## src/rtl/online_ccm_seq_pkg.sv

```systemverilog
// Shared types and helpers for the time-multiplexed constant-coefficient multiplier.
// Signed digits are two bits wide: the high bit adds +1 and the low bit adds -1.
package online_ccm_seq_pkg;

    typedef enum logic [1:0] {
        StIdle = 2'd0,
        StAdd  = 2'd1,
        StDone = 2'd2
    } state_t;

    localparam int unsigned PosBit = 1;
    localparam int unsigned NegBit = 0;

    function automatic int unsigned clog2(input int unsigned v);
        int unsigned r;
        r = 0;
        while ((32'd1 << r) < v) begin
            r++;
        end
        return r;
    endfunction

    // Value of an SD vector: sum over digits of (pos - neg) * 2^i.
    function automatic longint sd_decode(input logic [63:0] v, input int unsigned ndig);
        longint r;
        r = 0;
        for (int i = 0; i < 32; i++) begin
            if (i < ndig) begin
                if (v[2*i+PosBit]) r = r + (longint'(1) <<< i);
                if (v[2*i+NegBit]) r = r - (longint'(1) <<< i);
            end
        end
        return r;
    endfunction

endpackage

```

## src/rtl/online_adder.sv

```systemverilog
// Carry-free radix-2 signed-digit adder: N-digit a + b + cin giving N+1 digits.
// Each position splits its digit sum into a transfer and an interim digit so no carry ripples.
module online_adder
    import online_ccm_seq_pkg::*;
#(
    parameter int unsigned N = 8
) (
    input  logic [2*N-1:0] a,
    input  logic [2*N-1:0] b,
    input  logic           cin,
    output logic [2*N+1:0] s
);

    logic signed [2:0] dsum [N];
    logic [N-1:0] low_nonneg;
    logic [N-1:0] tp, tn, wp, wn;

    always_comb begin
        tp = '0;
        tn = '0;
        wp = '0;
        wn = '0;
        low_nonneg = '0;
        for (int i = 0; i < N; i++) begin
            dsum[i] = $signed({2'b00, a[2*i+PosBit]}) - $signed({2'b00, a[2*i+NegBit]})
                    + $signed({2'b00, b[2*i+PosBit]}) - $signed({2'b00, b[2*i+NegBit]});
            // A lower position holding no -1 digit can only send a transfer of 0 or +1.
            if (i == 0) begin
                low_nonneg[i] = 1'b1;
            end else begin
                low_nonneg[i] = !(a[2*(i-1)+NegBit] && !a[2*(i-1)+PosBit])
                             && !(b[2*(i-1)+NegBit] && !b[2*(i-1)+PosBit]);
            end
            case (dsum[i])
                3'sb010: tp[i] = 1'b1;
                3'sb110: tn[i] = 1'b1;
                3'sb001: begin
                    if (low_nonneg[i]) begin
                        tp[i] = 1'b1;
                        wn[i] = 1'b1;
                    end else begin
                        wp[i] = 1'b1;
                    end
                end
                3'sb111: begin
                    if (low_nonneg[i]) begin
                        wn[i] = 1'b1;
                    end else begin
                        tn[i] = 1'b1;
                        wp[i] = 1'b1;
                    end
                end
                default: ;
            endcase
        end
    end

    always_comb begin
        s = '0;
        s[2*0+PosBit] = (wp[0] && !cin) ? 1'b1 : (cin && !wn[0] && !wp[0]);
        s[2*0+NegBit] = wn[0] && !cin;
        for (int i = 1; i < N; i++) begin
            s[2*i+PosBit] = (wp[i] && !tn[i-1]) || (tp[i-1] && !wn[i]);
            s[2*i+NegBit] = (wn[i] && !tp[i-1]) || (tn[i-1] && !wp[i]);
        end
        s[2*N+PosBit] = tp[N-1];
        s[2*N+NegBit] = tn[N-1];
    end

endmodule

```

## src/rtl/online_ccm_seq_term_gen.sv

```systemverilog
// Builds one coefficient term: operand shifted up by a digit count, optionally negated.
// Negation of an SD number is a swap of the two bits in every digit.
module sd_term_gen
    import online_ccm_seq_pkg::*;
#(
    parameter int unsigned Stage = 4,
    parameter int unsigned DA    = 14,
    parameter int unsigned SW    = 3
) (
    input  logic [2*Stage-1:0] x,
    input  logic [SW-1:0]      shift,
    input  logic               neg,
    output logic [2*DA-1:0]    term
);

    logic [2*DA-1:0] shifted;

    always_comb begin
        shifted = {{(2*(DA-Stage)){1'b0}}, x} << {shift, 1'b0};
        term = '0;
        for (int i = 0; i < DA; i++) begin
            term[2*i+PosBit] = neg ? shifted[2*i+NegBit] : shifted[2*i+PosBit];
            term[2*i+NegBit] = neg ? shifted[2*i+PosBit] : shifted[2*i+NegBit];
        end
    end

endmodule

```

## src/rtl/online_ccm_seq.sv

```systemverilog
// Run-time coefficient multiplier: accumulates up to NTERM signed power-of-two multiples of x
// through one shared SD adder, one enabled term per cycle, lowest index first.
module online_ccm_seq
    import online_ccm_seq_pkg::*;
#(
    parameter int unsigned Stage = 4,
    parameter int unsigned SMAX  = 7,
    parameter int unsigned NTERM = 4,
    localparam int unsigned SW      = clog2(SMAX + 1),
    localparam int unsigned ACC_DIG = Stage + SMAX + NTERM,
    localparam int unsigned DA      = ACC_DIG - 1
) (
    input  logic                 clk,
    input  logic                 rst_n,
    input  logic                 in_valid,
    output logic                 in_ready,
    input  logic [2*Stage-1:0]   x,
    input  logic [NTERM*SW-1:0]  coef_shift,
    input  logic [NTERM-1:0]     coef_sign,
    input  logic [NTERM-1:0]     coef_en,
    output logic                 out_valid,
    input  logic                 out_ready,
    output logic [2*ACC_DIG-1:0] y,
    output logic                 ovf
);

    state_t state_q, state_d;
    logic [2*Stage-1:0]   x_q, x_d;
    logic [NTERM*SW-1:0]  shift_q, shift_d;
    logic [NTERM-1:0]     sign_q, sign_d;
    logic [NTERM-1:0]     mask_q, mask_d;
    logic [2*ACC_DIG-1:0] acc_q, acc_d;
    logic                 ovf_q, ovf_d;

    logic [SW-1:0]        cur_shift;
    logic                 cur_sign;
    logic [NTERM-1:0]     cur_onehot;
    logic [2*DA-1:0]      term;
    logic [2*ACC_DIG-1:0] sum;

    // Downward scan so the lowest pending index wins.
    always_comb begin
        cur_shift  = '0;
        cur_sign   = 1'b0;
        cur_onehot = '0;
        for (int j = NTERM - 1; j >= 0; j--) begin
            if (mask_q[j]) begin
                cur_shift  = shift_q[j*SW +: SW];
                cur_sign   = sign_q[j];
                cur_onehot = '0;
                cur_onehot[j] = 1'b1;
            end
        end
    end

    sd_term_gen #(
        .Stage (Stage),
        .DA    (DA),
        .SW    (SW)
    ) u_term_gen (
        .x     (x_q),
        .shift (cur_shift),
        .neg   (cur_sign),
        .term  (term)
    );

    online_adder #(
        .N (DA)
    ) u_adder (
        .a   (acc_q[2*DA-1:0]),
        .b   (term),
        .cin (1'b0),
        .s   (sum)
    );

    always_comb begin
        state_d = state_q;
        x_d     = x_q;
        shift_d = shift_q;
        sign_d  = sign_q;
        mask_d  = mask_q;
        acc_d   = acc_q;
        ovf_d   = ovf_q;
        unique case (state_q)
            StIdle: begin
                if (in_valid) begin
                    x_d     = x;
                    shift_d = coef_shift;
                    sign_d  = coef_sign;
                    mask_d  = coef_en;
                    acc_d   = '0;
                    ovf_d   = 1'b0;
                    state_d = (|coef_en) ? StAdd : StDone;
                end
            end
            StAdd: begin
                acc_d  = sum;
                mask_d = mask_q & ~cur_onehot;
                // The adder only sees DA digits, so a live top digit is about to be dropped.
                if (|acc_q[2*ACC_DIG-1:2*DA]) ovf_d = 1'b1;
                if ((mask_q & ~cur_onehot) == '0) state_d = StDone;
            end
            StDone: begin
                if (out_ready) state_d = StIdle;
            end
            default: state_d = StIdle;
        endcase
    end

    always_ff @(posedge clk or negedge rst_n) begin
        if (!rst_n) begin
            state_q <= StIdle;
            x_q     <= '0;
            shift_q <= '0;
            sign_q  <= '0;
            mask_q  <= '0;
            acc_q   <= '0;
            ovf_q   <= 1'b0;
        end else begin
            state_q <= state_d;
            x_q     <= x_d;
            shift_q <= shift_d;
            sign_q  <= sign_d;
            mask_q  <= mask_d;
            acc_q   <= acc_d;
            ovf_q   <= ovf_d;
        end
    end

    assign in_ready  = (state_q == StIdle);
    assign out_valid = (state_q == StDone);
    assign y         = acc_q;
    assign ovf       = ovf_q;

endmodule
```

## config.mk

```make
export PLATFORM = sky130hd
export DESIGN_NAME = online_ccm_seq
export DESIGN_NICKNAME = d
export VERILOG_FILES = /design/src/rtl/online_ccm_seq_pkg.sv /design/src/rtl/online_adder.sv /design/src/rtl/online_ccm_seq_term_gen.sv /design/src/rtl/online_ccm_seq.sv
export SDC_FILE = /design/constraint.sdc
export NUM_CORES = 1
export LEC_CHECK = 0
export CAP_MARGIN = 30
export CORE_MARGIN = 4
export CORE_UTILIZATION = 60
export CTS_BUF_LIST = sky130_fd_sc_hd__clkbuf_16
export DETAILED_ROUTE_END_ITERATION = 12
export GPL_TIMING_DRIVEN = 0
export PLACE_DENSITY_LB_ADDON = 0.12
export SLEW_MARGIN = 20
export SYNTH_ARGS = -nofsm -noshare
export SYNTH_HDL_FRONTEND = slang
export SYNTH_HIERARCHICAL = 1
export SYNTH_SLANG_ARGS = --single-unit
```

## constraint.sdc

```tcl
create_clock -name clk -period 9.1 [get_ports clk]
set_clock_uncertainty 0.05 [all_clocks]
set_input_delay 1.365 -clock clk [delete_from_list [all_inputs] [get_ports clk]]
set_output_delay 1.365 -clock clk [all_outputs]
set_load 0.01 [all_outputs]
```

# After elaboration in Yosys (flattened, before gate mapping)
# Index checks and enable logic that the tools add are counted.
dict set report classes {
  add_sub_neg 42
  n_eq_ne 62
  shift 1
  muxes 133
  n_bitwise 2
  n_reduce_logical 245
}
# cell n
set ops {}
lappend ops {{logical NOT 1 bit} 104}
lappend ops {{logical AND 1 bit} 91}
lappend ops {{2-to-1 mux 1 bit} 89}
lappend ops {{== test 3 bit (second input constant)} 28}
lappend ops {{case mux 30 bit (2 select lines)} 1}
lappend ops {{case mux 1 bit (2 select lines)} 27}
lappend ops {{adder 3 x 2 -> 3 bit} 14}
lappend ops {{== test 3 x 1 -> 1 bit (second input constant)} 14}
lappend ops {{== test 3 x 2 -> 1 bit (second input constant)} 14}
lappend ops {{subtractor 3 x 2 -> 3 bit} 14}
lappend ops {{OR reduction 2 bit} 16}
lappend ops {{2-to-1 mux 30 bit} 1}
lappend ops {{left shift 8 x 4 -> 28 bit} 1}
lappend ops {{subtractor 1 x 1 -> 2 bit} 14}
lappend ops {{logical OR 1 bit} 26}
lappend ops {{2-to-1 mux 4 bit} 5}
lappend ops {{2-to-1 mux 3 bit} 4}
lappend ops {{2-to-1 mux 2 bit} 4}
lappend ops {{case mux 4 bit (2 select lines)} 1}
lappend ops {{!= test 2 bit (second input constant)} 3}
lappend ops {{case mux 2 bit (3 select lines)} 1}
lappend ops {{AND reduction 3 bit} 2}
lappend ops {{bitwise AND 4 bit} 1}
lappend ops {{logical NOT 4 bit} 1}
lappend ops {{other kinds (8)} 9}
dict set report totals {
  ff_bits 61
  out_inout_bits 33
}

# Longest topological paths before layout
# Gate-level depths: netlist of the first run.
dict set report depth {
  depth_word 16
  depth_mapped 18
}

# Hierarchy
# Netlist of the first run, hierarchy kept.
# mod instances cells_each area_per_inst_um2 seq_area_each_um2
set by_module_without_submodules {}
lappend by_module_without_submodules {online_adder 1 343 2716.4 0.0}
lappend by_module_without_submodules {online_ccm_seq 1 180 2473.6 1526.5}
lappend by_module_without_submodules {sd_term_gen 1 77 581.8 0.0}

# Worst setup path before layout of the first run
# No wires, ideal clock.
dict set report synth_path {
  path_kind {register -> register}
  start {reg mask_q[2]}
  end {reg acc_q[8], in the netlist y[8]}
  setup_ps 66
  arrival_time_ps 4524
  t_required_ps 8984
  setup_slack_ps 4460
  path_stages_with_launch 18
  n_path_buf 2
  period_less_slack_ps 4640
  cell_sequence {dfrtp_1 > buf_2 > nor2b_1 > a221oi_1 > o31ai_1 > buf_6 > mux2i_1 > mux4_2 > o21ai_2 > inv_1 > fa_1 > ha_1 > fa_1 > xor2_1 > or3b_1 > a21bo_1 > and3_1 > a22o_1}
}
dict set report synth_via {
  elab_cells_between_ends 46
}
# item line_no
set synth_lines {}
lappend synth_lines {{start: declaration} online_ccm_seq.sv:31} ;# logic [NTERM-1:0] mask_q, mask_d;
lappend synth_lines {{start signal: assignment} online_ccm_seq.sv:124} ;# mask_q <= mask_d;
lappend synth_lines {{2-to-1 mux 3 bit * (3 in a row)} online_ccm_seq.sv:47} ;# if (mask_q[j]) begin
lappend synth_lines {{named net cur_shift[1]} online_ccm_seq.sv:35} ;# logic [SW-1:0] cur_shift;
lappend synth_lines {{left shift 8 x 4 -> 28 bit *} online_ccm_seq_term_gen.sv:19} ;# shifted = {{(2*(DA-Stage)){1'b0}}, x} << {shift, 1'b0};
lappend synth_lines {{2-to-1 mux 1 bit *} online_ccm_seq_term_gen.sv:23} ;# term[2*i+NegBit] = neg ? shifted[2*i+PosBit] : shifted[2*i+NegBit];
lappend synth_lines {{named net term[8]} online_ccm_seq.sv:38} ;# logic [2*DA-1:0] term;
lappend synth_lines {{subtractor 3 x 2 -> 3 bit *} online_adder.sv:26} ;# + $signed({2'b00, b[2*i+PosBit]}) - $signed({2'b00, b[2*i+NegBit]});
lappend synth_lines {{== test 3 x 1 -> 1 bit / == test 3 bit (equally long branches)} online_adder.sv:34} ;# case (dsum[i])
lappend synth_lines {{OR reduction 2 bit (no source line) *} n/a}
lappend synth_lines {{2-to-1 mux 1 bit} n/a}
lappend synth_lines {{logical NOT 1 bit} online_adder.sv:64} ;# s[2*i+NegBit] = (wn[i] && !tp[i-1]) || (tn[i-1] && !wp[i]);
lappend synth_lines {{logical AND 1 bit} online_adder.sv:64}
lappend synth_lines {{logical OR 1 bit *} online_adder.sv:64}
lappend synth_lines {{named net sum[8]} online_ccm_seq.sv:39} ;# logic [2*ACC_DIG-1:0] sum;
lappend synth_lines {{case mux 30 bit (2 select lines) *} online_ccm_seq.sv:84} ;# unique case (state_q)
lappend synth_lines {{end signal: assignment} online_ccm_seq.sv:117} ;# acc_q <= '0;
lappend synth_lines {{end signal: assignment} online_ccm_seq.sv:125} ;# acc_q <= acc_d;
lappend synth_lines {{end: declaration} online_ccm_seq.sv:32} ;# logic [2*ACC_DIG-1:0] acc_q, acc_d;
# The timed path passes the listed nets; every way through them passes the cells marked *.
# A chain may end at the register's enable or synchronous reset.

# Worst setup path in the final report of the first run
dict set report layout_path {
  start {reg mask_q[2]}
  end {reg acc_q[13], in the netlist y[13]}
}
dict set report layout_via {
  elab_cells_between_ends 46
}
# item line_no
set layout_lines {}
lappend layout_lines {{2-to-1 mux 3 bit * (3 in a row)} online_ccm_seq.sv:47}
lappend layout_lines {{named net cur_shift[1]} online_ccm_seq.sv:35}
lappend layout_lines {{left shift 8 x 4 -> 28 bit *} online_ccm_seq_term_gen.sv:19}
lappend layout_lines {{2-to-1 mux 1 bit *} online_ccm_seq_term_gen.sv:23}
lappend layout_lines {{named net term[12]} online_ccm_seq.sv:38}
lappend layout_lines {{subtractor 3 x 2 -> 3 bit *} online_adder.sv:26}
lappend layout_lines {{== test 3 x 1 -> 1 bit / == test 3 bit (equally long branches)} online_adder.sv:34}
lappend layout_lines {{OR reduction 2 bit (no source line) *} n/a}
lappend layout_lines {{2-to-1 mux 1 bit} n/a}
lappend layout_lines {{logical NOT 1 bit} online_adder.sv:63} ;# s[2*i+PosBit] = (wp[i] && !tn[i-1]) || (tp[i-1] && !wn[i]);
lappend layout_lines {{logical AND 1 bit} online_adder.sv:63}
lappend layout_lines {{logical OR 1 bit *} online_adder.sv:63}
lappend layout_lines {{named net sum[13]} online_ccm_seq.sv:39}
lappend layout_lines {{case mux 30 bit (2 select lines) *} online_ccm_seq.sv:84}
# Marked as above.

==> results.txt, run 1 <==
run status: finished clean
Async SR Flop Fraction: 100%
Post-Syn Area per Cell: 9.62 sq um
clk buf depth: 2
Seq/Total Area, Yosys: 26.4%
vias in the first global route: 4883
post-CTS sizing: 0
gpl congestion: 0.873
CTS tree: built
Final HPWL DP: 10100 um
Root Driver: clkbuf_16
EDFF count, synth: 0
Slew Viols, Final: 0
worst slew pin tran: 830 ps
Worst EP required: 9280 ps
total grt overflow: 0
yosys warns: 6
first-pass GRT wire length: 22300 um
crit end category: register
Core Footprint: 0.00928 sq mm
max_slew headroom: 44.2%
Die Area: 0.0113 sq mm
RSZ-0062 raised after global routing: false
#FFs+latches synth: 61
Sink Count: 61
1st-iter DRT viols: 216
Layout Nets: 796
DRT antenna net count: 0
synth top area cells: dfrtp_1 (26%), ha_1 (11%), fa_1 (9.7%)
Vias: 4710
Clock Latency Late Sink: 340 ps
library cells used by synthesis: 66
# diodes: 0
largest net degree at the start of global routing: 43
Starting Density: 62.2%
Synth Flop Type: dfrtp_1
Worst EP arrival: 5610 ps
final WL: 13000 um
area of the multi-input gates: 0.00380 sq mm
Fillers: 703
Num CTS Buffers: 9
Max Clock Freq: 0.184 GHz
1st-pass router iterations: 5
initial antenna violation count: 0
via density per instance: 5.76
Yosys top cell by area: dfrtp_1
max_cap viols: 0
Die X: 106 um
Fin. Hold Viols: 0
Post-CTS Setup Repair Bufs: 0
clock slew at reported path FFs: 60 ps
port buffer count: 64
CTS H-tree depth: 3
Final Cycle Share: 59.6%
I/O pin cnt: 65
setup violators final: 0
crit path max fanout: 10
reg2reg setup slack: 3670 ps
row count: 35
Setup Total Neg Slack: 0 ps
post-layout min period: 5430 ps
total track usage: 24.5%
DRC viols: 0
post-synth top area share: 26.4%
post-synth design cell area: 0.00577 sq mm
Area Overhead vs Synth: 19.7%
layout cell share with drive strength beyond 1: 12.2%
Critical Path Source Type: register
hold_buf cts: 0
HP Class: reg -> reg
WL/cell: 15.9 um
WS Path Type: reg -> reg
Gate Count Post-Synth: 600
Die Height: 106 um
Reg area: 0.00153 sq mm
==> metrics by stage <==
step	cells	setup WS, ps	hold WS [ps]	utilization, %	instance area, sq um
3_5_place_dp	800	3830	447	71.2	6610
4_1_cts	816	3780	461	74.3	6900
6_report	817	3670	461	74.4	6910
5_1_grt	817	3410	474	74.4	6910
2_1_floorplan	606	4460	431	-	5790
3_3_place_gp	799	3940	440	71.1	6600
==> final cells by class <==
cell class	instances	area share [%]
Multi-Input combinational cell	441	55.1
Sequential cell	61	22.1
Timing Repair Buffer	66	9.60
Inverter	78	4.24
Clock buffer	9	3.26
Buffer	26	2.50
Tap cell	129	2.34
Clock inverter	7	0.906
==> cell usage after synthesis, types with 7 or more instances <==
library cell and number:
nand2_1 27, a21oi_1 19, fa_1 28, a22o_1 31, nand2b_1 25, o31ai_1 9, ha_1 53, mux2_2 27
o21ai_0 20, nor3_1 10, buf_4 9, dfrtp_1 61, mux2i_1 10, xor2_1 13, o22ai_1 11, nor3b_1 7
o21a_1 8, inv_1 78, nor2_1 23, nor2b_1 27, buf_2 9
==> cells in the final DEF (no fill, tap or decap), types with 4 or more instances in the layout <==
cell type and instances:
inv_1 78, clkdlybuf4s50_1 63, dfrtp_1 61, ha_1 53
a22o_1 31, fa_1 28, nor2b_1 27, nand2_1 27
mux2_2 27, nand2b_1 25, nor2_1 23, o21ai_0 20
a21oi_1 19, xor2_1 13, o22ai_1 11, buf_4 10
nor3_1 10, mux2i_1 10, buf_2 9, o31ai_1 9
clkbuf_16 9, o21a_1 8, conb_1 8, nor3b_1 7
o211ai_1 6, nand3_1 6, a221oi_1 5, mux2_1 5
clkbuf_1 4, a211oi_1 4, buf_6 4, inv_6 4
and2_1 4, mux4_2 4
==> critical path, cell delays in order, from the launching register on <==
cell	delay (ps)
dfrtp_1	360
buf_2	180
nor2b_1	310
a221oi_1	150
o31ai_1	730
buf_6	230
mux2i_1	110
mux4_2	510
o21ai_1	340
inv_1	100
fa_1	450
ha_1	200
fa_1	570
xor2_1	200
nor3b_1	340
o21ai_0	160
o21a_1	130
a22o_1	190
==> worst paths after layout <==
| check | from | end | cells after the start |
|---|---|---|---|
| setup / recovery | mask_q[2] | y[13] | 17 |
| hold / removal | shift_q[9] | shift_q[9] | 1 |
| setup reg to reg | mask_q[2] | y[13] | 17 |
| min in group asynchronous | rst_n | y[20] | 1 |
| max in group asynchronous | rst_n | y[2] | 2 |
| hold reg to reg | shift_q[9] | shift_q[9] | 1 |
==> per-layer routing <==
layer | track usage (%) | wire [um]
met1 | 29.7 | 5480
met2 | 42.6 | 6480
met3 | 5.77 | 751
met4 | 8.70 | 281
met5 | 0 | 0
==> kinds of logic after synthesis <==
group,synth area share (%)
AND/OR/NAND/NOR,14.1
AO/OA/AOI/OAI,18.4
buffers and inverters,8.06
adder cells (fa/ha/maj),21.2
flip-flops,26.4
multiplexers,9.54
XOR/XNOR,2.12
other,0.130
==> state kept, by name (all words and copies together) (netlist names) <==
register  count
x_q           8
state_q       2
ovf           1
shift_q      12
y            30
sign_q        4
mask_q        4
Power of run 1 is not shown: default switching activity piles up to over one toggle a cycle in this logic, so the estimate is an artifact.
==> run 2, diff against run 1 <==
- CORE_UTILIZATION: 60 -> 58
- clock period: 9.1 -> 5.3 ns (I/O delays scaled with it)
==> run 2 against run 1 <==
Via count is 0.74% lower. First-iteration DRC count is 36% higher. Sequential share of layout area is 0.25 points lower. Die area is 3.2% higher. Cell area is 1.1% higher. Register-to-register slack worse by 3400 ps. Worst setup slack worse by 3400 ps. Critical path type unchanged.
==> results.txt, run 2 (synthesized netlist as in run 1, its figures left out) <==
WS Path Type: reg -> reg
Highest Signal Layer: met4
via density per instance: 5.66
Worst EP required: 5530 ps
setup violators final: 0
run status: finished clean
Critical-path top delay cell: fa_1
DRC viols: 0
clk buf depth: 2
crit-path max cell delay: 560 ps
met3 WL post-DR: 716 um
Root Driver: clkbuf_16
Setup Total Neg Slack: 0 ps
vias in the first global route: 4853
CTS tree: built
CTS H-tree depth: 3
hold_buf cts: 0
Sink Count: 61
post-layout min period: 4990 ps
1st-iter DRT viols: 294
crit path max fanout: 10
Clock Latency Late Sink: 340 ps
largest net degree at the start of global routing: 35
Die Area: 0.0116 sq mm
Worst R2R End: y[8]
Core Footprint: 0.00973 sq mm
DRT antenna net count: 0
commonest cells after routing, fill and taps aside: inv_1 (78), clkdlybuf4s50_1 (63), dfrtp_1 (61)
M1 WL: 5570 um
HP Class: in -> async
Area Overhead vs Synth: 21.0%
1st-pass router iterations: 5
Finished Core Util: 71.8%
Die X: 108 um
crit end category: register
initial antenna violation count: 0
max_slew headroom: 60.7%
final WL: 13000 um
RSZ-0062 raised after global routing: false
Reg-to-Reg Start: mask_q[2]
first-pass GRT wire length: 22500 um
worst slack, placed: 83.3 ps
CP most frequent cell: fa_1
Final HPWL DP: 9900 um
met2 WL: 6420 um
Layout Nets: 801
gpl congestion: 0.875
I/O pin cnt: 65
Final Cycle Share: 94.2%
max_cap viols: 0
Vias: 4675
total track usage: 24.2%
# diodes: 0
worst slew pin tran: 581 ps
layout cell share with drive strength beyond 1: 13.3%
final worst setup slack: 308 ps
WL/cell: 15.8 um
Die Height: 108 um
Worst EP arrival: 5220 ps
Max Clock Freq: 0.200 GHz
Slew Viols, Final: 0
Starting Density: 59.3%
Critical Path Source Type: register
clock slew at reported path FFs: 60 ps
reg2reg setup slack: 310 ps
crit-path cells: buf_2, nor2b_1, a221oi_1, o31ai_2, buf_4, mux2i_1, mux4_2, o21ai_2, inv_1, fa_1, ha_1, fa_1, xor2_1, or3b_1, o211ai_1, and3_1, a22o_1
Num CTS Buffers: 9
total grt overflow: 0
most common cell after layout, fill and taps aside: inv_1
reg2reg path depth: 17
row count: 36
Largest register FFs: 30
Fin. Hold Viols: 0
port buffer count: 64
==> run 2: cell type report <==
type,instances,area [sq um]
Inverter,78,293
Tap cell,133,166
Timing Repair Buffer,71,701
Buffer,26,173
Clock inverter,7,82.6
Fill cell,743,2750
Clock buffer,9,225
Multi-Input combinational cell,441,3820
Sequential cell,61,1530
==> run 2: critical path: cells and delay by family (launching register included) <==
| kind | cells | cell delay [ps] |
|---|---|---|
| multiplexers | 2 | 610 |
| XOR/XNOR | 1 | 280 |
| adder cells (fa/ha/maj) | 3 | 1190 |
| buffers and inverters | 3 | 450 |
| flip-flops | 1 | 350 |
| AO/OA/AOI/OAI | 5 | 1060 |
| AND/OR/NAND/NOR | 3 | 910 |
==> run 2: layer usage <==
layer | global-route usage, % | vias to the layer above
met2 | 40.9 | 135
li1 | - | 2247
met1 | 30.3 | 2267
met5 | 0 | -
met3 | 5.22 | 26
met4 | 8.93 | 0
==> run 2: through the flow <==
step	cell area [sq um]	hold WS (ps)	cells
floorplan	5790	431	606
global placement	6600	441	803
detailed placement	6620	448	804
CTS	6930	337	820
global route	6980	353	826
finish	6980	323	826
==> run 2: timing repair <==
item                       CTS  global route
setup endpoints to repair    0            19
resized for setup            0             3
buffers inserted             0             5
==> run 2: worst max path at each step <==
stage	startpoint	to	slack, ps	depth (start not counted)
floorplan	mask_q[2]	y[8]	660	17
global placement	mask_q[2]	y[13]	130	17
detailed placement	mask_q[2]	y[13]	80	17
CTS	mask_q[2]	y[13]	10	17
global route	mask_q[2]	y[11]	40	18
finish	mask_q[2]	y[8]	310	17
Power of run 2 is left out for the same reason.
==> run 3, diff against run 2 <==
- GPL_TIMING_DRIVEN: 0 -> unset
==> run 3 against run 2 <==
Worst hold slack improved by 140 ps. Cell area fell by 2.3%. Core utilization fell by 1.7 points. Register-to-register slack improved by 80 ps. Maximum frequency rose by 1.7%. Die area did not move. Global-route usage fell by 0.93 points. Non-clock buffer count fell by 24. First-iteration DRC count fell by 27%. Sequential cell count did not move. Critical path type unchanged. Largest cell class unchanged.
==> results.txt, run 3 (synthesized netlist as in run 1, its figures left out) <==
Fin. Hold Viols: 0
first-pass GRT wire length: 21800 um
Core Footprint: 0.00973 sq mm
Layout Nets: 777
row count: 36
Final HPWL DP: 9520 um
final worst setup slack: 389 ps
fin area: 0.00682 sq mm
Root Driver: clkbuf_16
Slew Viols, Final: 0
CP most frequent cell: fa_1
Area Overhead vs Synth: 18.2%
initial antenna violation count: 0
Critical Path Source Type: register
crit-path cells: nor2b_1, a221oi_1, o31ai_4, mux2i_1, mux4_2, nor2_1, inv_1, fa_1, ha_1, fa_1, xor2_1, and2_1, a2bb2oi_1, o22ai_1, a22o_1
1st-pass router iterations: 7
worst slew pin tran: 799 ps
crit path max fanout: 10
hold depth: 1
port buffer count: 64
WL/cell: 15.6 um
Hold Startpoint: sign_q[1]
most common cell after layout, fill and taps aside: inv_1
CTS tree: built
DRC viols: 0
Clock Latency Late Sink: 330 ps
Reg-to-Reg Start: mask_q[2]
Critical-path top delay cell: fa_1
Num CTS Buffers: 9
max_cap viols: 0
layout cell share with drive strength beyond 1: 11.1%
vias in the first global route: 4822
HP Class: reg -> reg
1st-iter DRT viols: 215
largest net degree at the start of global routing: 62
reg2reg path depth: 15
Vias: 4616
Fillers: 750
clk buf depth: 2
final WL: 12500 um
Sink Count: 61
setup violators final: 0
DRT antenna net count: 0
max_slew headroom: 46.7%
worst slack, placed: 145 ps
gpl congestion: 0.838
Die Height: 108 um
via density per instance: 5.76
reg2reg setup slack: 390 ps
I/O pin cnt: 65
total grt overflow: 0
run status: finished clean
clock slew at reported path FFs: 70 ps
hold_buf cts: 0
CTS H-tree depth: 3
DP Area: 0.00651 sq mm
Largest register FFs: 30
Max Clock Freq: 0.204 GHz
crit end category: register
Starting Density: 59.3%
Worst EP arrival: 5080 ps
Worst EP required: 5470 ps
Hold Path Sink: sign_q[1]
post-layout min period: 4910 ps
commonest cells after routing, fill and taps aside: inv_1 (78), clkdlybuf4s50_1 (63), dfrtp_1 (61)
total track usage: 23.2%
WS Path Type: reg -> reg
# diodes: 0
Die X: 108 um
Worst R2R End: y[16]
WHS: 461 ps
Final Cycle Share: 92.7%
crit-path max cell delay: 600 ps
Die Area: 0.0116 sq mm
## run 3: layout make-up
| cell class | instances | area [sq um] | share of cell area (%) |
|---|---|---|---|
| clock buffers | 9 | 225 | 3.30 |
| clock inverters | 7 | 65.1 | 0.954 |
| inverters | 78 | 293 | 4.29 |
| multi-input cells | 441 | 3840 | 56.3 |
| flip-flops and latches | 61 | 1530 | 22.4 |
| well taps | 133 | 166 | 2.44 |
| repair buffers | 73 | 703 | 10.3 |
## run 3: per-layer routing
metal / up-vias / global-route usage, % / share of wire, % / wire length, um
li1: 2210 / - / - / -
met1: 2272 / 29.2 / 44 / 5520
met2: 113 / 40.2 / 50 / 6260
met3: 21 / 3.24 / 3.7 / 466
met4: 0 / 9.20 / 2.1 / 267
met5: - / 0 / 0 / 0
## run 3: what timing repair did
action                                  CTS  global route
buffers inserted                          0             1
resized for setup                         0             2
endpoints found under the setup margin    0            13
## run 3: per-stage QoR
| step | utilization (%) | cells | TNS (ps) |
|---|---|---|---|
| 2_1_floorplan | - | 606 | 0 |
| 3_3_place_gp | 66.9 | 785 | 0 |
| 3_5_place_dp | 66.9 | 785 | 0 |
| 4_1_cts | 69.9 | 801 | 0 |
| 5_1_grt | 70.1 | 802 | -13.6 |
| 6_report | 70.1 | 802 | 0 |
## run 3: worst max-delay path, delay by kind of cell, from the launching register on
kind                     cells  cell delay (ps)
XOR/XNOR                     1              300
flip-flops                   1              480
buffers and inverters        1               90
AND/OR/NAND/NOR              3              760
multiplexers                 2              720
adder cells (fa/ha/maj)      3             1230
AO/OA/AOI/OAI                5             1170
## run 3: how the worst max path moves through the flow
stage	startpoint	end	depth (start not counted)
2_1_floorplan	mask_q[2]	y[8]	17
5_1_grt	mask_q[2]	y[16]	15
4_1_cts	mask_q[2]	y[8]	15
3_5_place_dp	mask_q[2]	y[16]	15
6_report	mask_q[2]	y[16]	15
3_3_place_gp	mask_q[2]	y[8]	15
Power of run 3 is left out for the same reason.
